<file path="src/rtl/ofs_asp_pkg.sv">
`default_nettype none
// ============================================================================
//  Module      : ofs_asp_pkg
//  Description : Shared constants and types for the ASP interrupt responder.
//                Holds the interrupt bit map, the CSR byte offsets, the width
//                of the host vector index and the responder FSM state type.
//  Revision    : 1.0 - initial release
// ============================================================================
package ofs_asp_pkg;

    // Interrupt sources wired into the responder and their bit positions.
    localparam int BSP_AVMM_NUM_IRQ_USED = 3;
    localparam int BSP_DMA_0_IRQ_BIT     = 0;
    localparam int BSP_KERNEL_IRQ_BIT    = 1;
    localparam int BSP_DMA_1_IRQ_BIT     = 2;

    // Width of the vector index presented to the host (supports up to 4 sources).
    localparam int IRQ_VEC_W = 2;

    // CSR byte offsets (8-byte aligned).
    localparam logic [31:0] IRQ_CSR_PENDING = 32'h0000_0000;
    localparam logic [31:0] IRQ_CSR_MASK    = 32'h0000_0008;
    localparam logic [31:0] IRQ_CSR_CLEAR   = 32'h0000_0010;
    localparam logic [31:0] IRQ_CSR_COUNT   = 32'h0000_0018;
    localparam logic [31:0] IRQ_CSR_DEBUG   = 32'h0000_0020;

    // Host request state machine.
    typedef enum logic [1:0] {
        IDLE    = 2'd0,
        REQ     = 2'd1,
        HOLDOFF = 2'd2
    } irq_fsm_t;

endpackage : ofs_asp_pkg
`default_nettype wire

</file>
<file path="src/rtl/asp_irq_rr_arb.sv">
`default_nettype none
// ============================================================================
//  Module      : asp_irq_rr_arb
//  Description : Round-robin picker for the interrupt responder. The grant is
//                purely combinational from the eligible vector; the search
//                starts one position after the last accepted vector. Only the
//                pointer is registered, and it moves on accept.
//  Ports       : clk, reset_n     - clock / async active-low reset
//                req_i            - eligible sources
//                accept_i         - host accepted a request this cycle
//                accept_vec_i     - vector that was accepted
//                grant_valid_o    - at least one source is eligible
//                grant_vec_o      - chosen vector index
//  Revision    : 1.0 - initial release
// ============================================================================
module asp_irq_rr_arb
    import ofs_asp_pkg::*;
#(
    parameter int NUM_IRQ = ofs_asp_pkg::BSP_AVMM_NUM_IRQ_USED
) (
    input  logic                 clk,
    input  logic                 reset_n,
    input  logic [NUM_IRQ-1:0]   req_i,
    input  logic                 accept_i,
    input  logic [IRQ_VEC_W-1:0] accept_vec_i,
    output logic                 grant_valid_o,
    output logic [IRQ_VEC_W-1:0] grant_vec_o
);

    logic [IRQ_VEC_W-1:0] ptr_q;
    logic [IRQ_VEC_W-1:0] ptr_d;
    logic [3:0]           req_pad;
    int                   cand;

    // Walk offsets from farthest to nearest so the nearest eligible source
    // after the pointer is the last (winning) assignment.
    always_comb begin
        req_pad       = 4'(req_i);
        grant_valid_o = 1'b0;
        grant_vec_o   = '0;
        cand          = 0;
        for (int off = NUM_IRQ; off >= 1; off--) begin
            cand = int'(ptr_q) + off;
            if (cand >= NUM_IRQ) begin
                cand = cand - NUM_IRQ;
            end
            if (req_pad[2'(cand)]) begin
                grant_valid_o = 1'b1;
                grant_vec_o   = 2'(cand);
            end
        end
    end

    always_comb begin
        ptr_d = ptr_q;
        if (accept_i) begin
            ptr_d = accept_vec_i;
        end
    end

    // Reset points at the last source so vector 0 is searched first.
    always_ff @(posedge clk or negedge reset_n) begin
        if (!reset_n) begin
            ptr_q <= 2'(NUM_IRQ - 1);
        end else begin
            ptr_q <= ptr_d;
        end
    end

endmodule : asp_irq_rr_arb
`default_nettype wire

</file>
<file path="src/rtl/asp_irq_responder.sv">
`default_nettype none
// ============================================================================
//  Module      : asp_irq_responder
//  Description : Collects level interrupts into sticky pending bits, offers
//                one host request per pending episode (round-robin across
//                sources) and enforces a hold-off gap between requests.
//                An AVMM CSR slave exposes pending/mask/clear/count/debug.
//  Ports       : clk, reset_n              - clock / async active-low reset
//                irq_in                    - level interrupt lines
//                csr_address/read/write/
//                csr_writedata/byteenable  - AVMM slave command side
//                csr_readdata/readdatavalid- 1-cycle read response
//                csr_waitrequest           - always 0
//                irq_req_valid/vec/ready   - host interrupt request handshake
//  Note        : the debug register at 0x20 needs CSR_ADDR_WIDTH >= 6 to be
//                reachable; narrower address buses simply never decode it.
//  Revision    : 1.0 - initial release
// ============================================================================
module asp_irq_responder
    import ofs_asp_pkg::*;
#(
    parameter int NUM_IRQ        = ofs_asp_pkg::BSP_AVMM_NUM_IRQ_USED,
    parameter int HOLDOFF_CYCLES = 16,
    parameter int CSR_ADDR_WIDTH = 5
) (
    input  logic                      clk,
    input  logic                      reset_n,
    input  logic [NUM_IRQ-1:0]        irq_in,
    input  logic [CSR_ADDR_WIDTH-1:0] csr_address,
    input  logic                      csr_read,
    input  logic                      csr_write,
    input  logic [63:0]               csr_writedata,
    input  logic [7:0]                csr_byteenable,
    output logic [63:0]               csr_readdata,
    output logic                      csr_readdatavalid,
    output logic                      csr_waitrequest,
    output logic                      irq_req_valid,
    output logic [IRQ_VEC_W-1:0]      irq_req_vec,
    input  logic                      irq_req_ready
);

    irq_fsm_t             state_q, state_d;
    logic [NUM_IRQ-1:0]   pending_q, pending_d;
    logic [NUM_IRQ-1:0]   issued_q, issued_d;
    logic [NUM_IRQ-1:0]   mask_q, mask_d;
    logic [31:0]          count_q, count_d;
    logic [7:0]           hold_q, hold_d;
    logic [IRQ_VEC_W-1:0] vec_q, vec_d;
    logic [63:0]          readdata_q, readdata_d;
    logic                 rdvalid_q;

    logic [31:0]          addr_ext;
    logic                 wr_mask;
    logic                 wr_clear;
    logic [NUM_IRQ-1:0]   clr_bits;
    logic [NUM_IRQ-1:0]   eligible;
    logic [NUM_IRQ-1:0]   acc_onehot;
    logic                 accept;
    logic                 grant_valid;
    logic [IRQ_VEC_W-1:0] grant_vec;
    logic [63:0]          rdata;
    logic                 unused_bits;

    assign csr_waitrequest   = 1'b0;
    assign csr_readdata      = readdata_q;
    assign csr_readdatavalid = rdvalid_q;
    assign irq_req_valid     = (state_q == REQ);
    assign irq_req_vec       = vec_q;

    // Only byte 0 carries mask/clear bits; the rest of the write bus is ignored.
    assign unused_bits = ^{csr_writedata[63:NUM_IRQ], csr_byteenable[7:1]};

    // ------------------------------------------------------------------
    // CSR decode
    // ------------------------------------------------------------------
    assign addr_ext = 32'(csr_address);
    assign wr_mask  = csr_write && csr_byteenable[0] && (addr_ext == IRQ_CSR_MASK);
    assign wr_clear = csr_write && csr_byteenable[0] && (addr_ext == IRQ_CSR_CLEAR);
    assign clr_bits = wr_clear ? csr_writedata[NUM_IRQ-1:0] : '0;

    always_comb begin
        rdata = '0;
        if (addr_ext == IRQ_CSR_PENDING) begin
            rdata[NUM_IRQ-1:0] = pending_q;
        end else if (addr_ext == IRQ_CSR_MASK) begin
            rdata[NUM_IRQ-1:0] = mask_q;
        end else if (addr_ext == IRQ_CSR_COUNT) begin
            rdata[31:0] = count_q;
        end else if (addr_ext == IRQ_CSR_DEBUG) begin
            rdata[NUM_IRQ+7:8] = issued_q;
            rdata[NUM_IRQ-1:0] = pending_q;
        end
    end

    always_comb begin
        readdata_d = readdata_q;
        if (csr_read) begin
            readdata_d = rdata;
        end
    end

    // ------------------------------------------------------------------
    // Pending / issued / mask tracking
    // ------------------------------------------------------------------
    assign accept     = (state_q == REQ) && irq_req_ready;
    assign acc_onehot = accept ? (NUM_IRQ'(1) << vec_q) : '0;
    assign eligible   = pending_q & ~issued_q & ~mask_q;

    // New interrupt activity is OR'd in after the clear so a colliding set wins.
    // A W1C always retires the issued bit, which re-arms the source for a fresh
    // request even when the set kept pending high.
    always_comb begin
        pending_d = (pending_q & ~clr_bits) | (irq_in & ~mask_q);
        issued_d  = (issued_q & ~clr_bits) | acc_onehot;
        mask_d    = wr_mask ? csr_writedata[NUM_IRQ-1:0] : mask_q;
    end

    // ------------------------------------------------------------------
    // Request FSM
    // ------------------------------------------------------------------
    asp_irq_rr_arb #(
        .NUM_IRQ (NUM_IRQ)
    ) u_rr_arb (
        .clk           (clk),
        .reset_n       (reset_n),
        .req_i         (eligible),
        .accept_i      (accept),
        .accept_vec_i  (vec_q),
        .grant_valid_o (grant_valid),
        .grant_vec_o   (grant_vec)
    );

    // The vector is latched on entry to REQ, so later mask/clear writes cannot
    // change or withdraw an outstanding request.
    always_comb begin
        state_d = state_q;
        vec_d   = vec_q;
        hold_d  = hold_q;
        count_d = count_q;
        case (state_q)
            IDLE: begin
                if (grant_valid) begin
                    state_d = REQ;
                    vec_d   = grant_vec;
                end
            end
            REQ: begin
                if (irq_req_ready) begin
                    state_d = HOLDOFF;
                    hold_d  = 8'(HOLDOFF_CYCLES - 1);
                    count_d = count_q + 32'd1;
                end
            end
            HOLDOFF: begin
                // Leave as the counter lands on zero, giving HOLDOFF_CYCLES+1
                // cycles between consecutive request starts.
                hold_d = (hold_q == 8'd0) ? 8'd0 : hold_q - 8'd1;
                if (hold_q <= 8'd1) begin
                    state_d = IDLE;
                end
            end
            default: begin
                state_d = IDLE;
            end
        endcase
    end

    always_ff @(posedge clk or negedge reset_n) begin
        if (!reset_n) begin
            state_q    <= IDLE;
            pending_q  <= '0;
            issued_q   <= '0;
            mask_q     <= '0;
            count_q    <= '0;
            hold_q     <= '0;
            vec_q      <= '0;
            readdata_q <= '0;
            rdvalid_q  <= 1'b0;
        end else begin
            state_q    <= state_d;
            pending_q  <= pending_d;
            issued_q   <= issued_d;
            mask_q     <= mask_d;
            count_q    <= count_d;
            hold_q     <= hold_d;
            vec_q      <= vec_d;
            readdata_q <= readdata_d;
            rdvalid_q  <= csr_read;
        end
    end

endmodule : asp_irq_responder
`default_nettype wire

</file>
<file path="config.mk">
export PLATFORM = sky130hd
export DESIGN_NAME = asp_irq_responder
export DESIGN_NICKNAME = d
export VERILOG_FILES = /design/src/rtl/ofs_asp_pkg.sv /design/src/rtl/asp_irq_rr_arb.sv /design/src/rtl/asp_irq_responder.sv
export SDC_FILE = /design/constraint.sdc
export NUM_CORES = 1
export LEC_CHECK = 0
export ABC_CLOCK_PERIOD_IN_PS = 3000
export CORE_MARGIN = 2
export CORE_UTILIZATION = 45
export DETAILED_ROUTE_END_ITERATION = 10
export DONT_BUFFER_PORTS = 1
export GPL_ROUTABILITY_DRIVEN = 0
export PLACE_DENSITY = 0.72
export SKIP_LAST_GASP = 1
export SYNTH_ARGS = -nofsm -noshare
export SYNTH_HDL_FRONTEND = slang
export SYNTH_SLANG_ARGS = --single-unit
</file>
<file path="constraint.sdc">
create_clock -name clk -period 3 [get_ports clk]
set_input_delay 0.3 -clock clk [delete_from_list [all_inputs] [get_ports clk]]
set_output_delay 0.3 -clock clk [all_outputs]
set_load 0.02 [all_outputs]
</file>
==> results.json <==
{
  "die_area_um2": 10500,
  "synth_top_cell_by_area": "dfrtp_1",
  "min_path_type": "primary input to flip-flop",
  "synth_ff_type": "dfrtp_1",
  "setup_viol": 0,
  "pin_count": 154,
  "p_leak_nw": 2.05,
  "vias": 2981,
  "hold_viol": 0,
  "clock_path_buffers": 2,
  "rsz0062_at_grt": "false",
  "cts_made_buffers": 9,
  "initial_utilization_pct": 46.8,
  "grt_start_max_net_pins": 89,
  "dpl.hpwl_mm": 5.71,
  "stdcell_count": 583,
  "synth-simple-area-share_pct": 17.4,
  "worstSetupEndpoint": "irq_req_vec[1]",
  "worstSetupPathType": "flip-flop to flip-flop",
  "wl_mm": 8.20,
  "drt-pass1-iter-count": 4,
  "ys_seq_elements": 88,
  "synth_xor_area_share_pct": 6.62,
  "ys_seq_area_share_pct": 50.5,
  "cts_root_buf": "clkbuf_8",
  "yosys-mux-area-fraction_pct": 1.72,
  "max_freq_ghz": 0.407,
  "async_flop_share_pct": 100,
  "status": "complete, no violations",
  "grt_pass1_wl_mm": 14.0,
  "track_usage_pct": 16.8,
  "cts_tree": "done",
  "synth_top_family_by_area": "simple AND/OR/NAND/NOR gates",
  "startpoint_type": "flip-flop",
  "r2r-end": "irq_req_vec[1]",
  "critPathRequiredTime_ns": 3.25,
  "ant_nets": 0,
  "synth_top_area_share_pct": 49.9,
  "powerDensity_nw_per_um2": 472,
  "synthToLayoutAreaGrowth_pct": 5.90,
  "tns_ns": 0,
  "netlist_area_um2": 4370,
  "clock_latency_ns": 0.36,
  "synth_cells": 446,
  "crit_path_start": "u_rr_arb.ptr_q[1]",
  "io_buffer_count": 0,
  "max-slew-margin-rel_pct": 43.4,
  "crit_path_end_kind": "flip-flop",
  "synth_compound_area_share_pct": 10.9,
  "peakVddDrop_v": 0.000221,
  "synthAdderAreaFrac_pct": 2.01,
  "die_h_um": 103,
  "min_period_ns": 2.45,
  "finClkSkew_ns": 0.0132,
  "cts_max_level": 3,
  "r2r_cells": 5,
  "drc": 0,
  "tightest_slew_ns": 0.842,
  "yosysUniqueCellTypes": 49,
  "fin_ws_ns": 0.546,
  "synth_edf_count": 0,
  "rrSetupSlack_ns": 0.55,
  "place_inst": 564,
  "avgSynthCellArea_um2": 9.79,
  "path_clk_slew_ns": 0.10,
  "num-fill-cells": 883,
  "grt_pass1_vias": 3061,
  "crit_fanout": 6,
  "vias_per_cell": 5.11,
  "place_ws_ns": 0.565,
  "crit-reg2reg-launch": "u_rr_arb.ptr_q[1]",
  "core.rowCount": 35,
  "core_area_um2": 9330,
  "clock_sinks": 88,
  "antenna_found_initial": 0,
  "synthTopCellsByArea": "dfrtp_1 (50%), buf_4 (5.8%), o21ai_0 (4.9%)",
  "grt_overflow": 0,
  "maxSlewViolCount": 0,
  "drt_iter0_markers": 164,
  "die_w_um": 103,
  "max-cap-violations": 0,
  "post-cts-setup-buffers": 0,
  "wire_per_inst_um": 14.1,
  "ys.warnings.count": 0,
  "period_share_pct": 81.8,
  "arrival_ns": 2.71,
  "antenna_cells": 0,
  "drive_above_1_share_pct": 7.49,
  "nets": 541
}
-- synth_stat cells (all sizes together) (7+ instances only) --
library cell / count
buf: 34
o21ai: 43
nor4: 9
xor2: 9
nand2: 56
dfrtp: 87
nand4: 11
xnor2: 24
ha: 7
a31oi: 7
clkbuf: 11
inv: 46
nor2: 14
nand3: 17
-- flip-flops by register name, summed over array words and instances (netlist names) --
register,cells
irq_req_vec,2
mask_q,3
count_q,32
issued_q,3
csr_readdata,32
state_q,2
csr_readdatavalid,1
u_rr_arb.ptr_q,2
pending_q,3
hold_q,8
-- how the worst min path moves through the flow --
stage | slack (ns) | endpoint | depth (start not counted) | from
6_report | 0.04 | csr_readdata[16] | 1 | csr_read
5_1_grt | 0.01 | csr_readdata[18] | 1 | csr_read
4_1_cts | 0.02 | csr_readdata[16] | 1 | csr_read
3_5_place_dp | 0.007 | csr_readdata[31] | 0 | reset_n
3_3_place_gp | 0.008 | csr_readdata[29] | 0 | reset_n
2_1_floorplan | 0.004 | count_q[0] | 0 | reset_n
-- placed cells by master, fill, tap and decap left out, types with 7 or more instances in the layout --
| master | count |
|---|---|
| inv_1 | 46 |
| o21ai_0 | 43 |
| dfrtp_1 | 87 |
| a31oi_1 | 7 |
| clkbuf_8 | 9 |
| nand3_1 | 16 |
| conb_1 | 33 |
| nand4_1 | 11 |
| nor4_1 | 7 |
| xnor2_1 | 24 |
| ha_1 | 7 |
| nor2_1 | 14 |
| nand2_1 | 56 |
| xor2_1 | 9 |
-- what timing repair did --
item / 4_1_cts / 5_1_grt
gates resized for setup: 0 / 0
setup endpoints to repair: 0 / 0
hold endpoints to repair: 89 / 0
hold buffers: 3 / 0
-- worst max-delay path: stages (launching register included) --
cell,delay (ns)
dfstp_2,0.54
inv_1,0.06
ha_1,0.25
or4b_2,0.70
a221oi_1,0.42
mux2_2,0.38
-- metrics by stage --
step	area [um^2]	utilization, %	total power [mW]	hold slack (ns)
after floorplan	4490	-	1.33	0.00441
after global placement	4370	46.8	1.30	0.00779
after detailed placement	4370	46.8	1.30	0.00734
after CTS	4620	49.6	2.21	0.0197
after global routing	4620	49.6	2.28	0.0135
final	4620	49.6	2.18	0.0375
-- cell type report --
| cell class | count | area (um^2) | area share, % |
|---|---|---|---|
| inverters | 46 | 173 | 3.73 |
| repair buffers | 5 | 62.6 | 1.35 |
| clock buffers | 9 | 124 | 2.68 |
| clock inverters | 7 | 86.3 | 1.87 |
| multi-input cells | 299 | 1810 | 39.2 |
| well taps | 129 | 161 | 3.49 |
| flip-flops and latches | 88 | 2200 | 47.6 |
-- power breakdown --
| group | total [mW] | switching (mW) | leakage [nW] | internal [mW] |
|---|---|---|---|---|
| registers | 1.20 | 0.0116 | 1.17 | 1.19 |
| logic | 0.106 | 0.0812 | 0.770 | 0.0248 |
| clock network | 0.871 | 0.467 | 0.104 | 0.404 |
-- kinds of logic (layout without fill, tap and decap cells) --
family,count (synthesis),in the layout
AO/OA/AOI/OAI,77,77
XOR/XNOR,33,33
adder cells (fa/ha/maj),7,7
buffers and inverters,91,67
flip-flops,88,88
multiplexers,7,7
other,1,33
AND/OR/NAND/NOR,142,142
-- metal layers --
metal  global-route usage, %  share of wire, %  vias up
li1                        -                 -     1468
met1                    20.6                43     1439
met2                    28.3                50       60
met3                    4.75               5.4       14
met4                    5.95               1.6        0
met5                       0                 0        -
(Power assumes the default switching activity.)
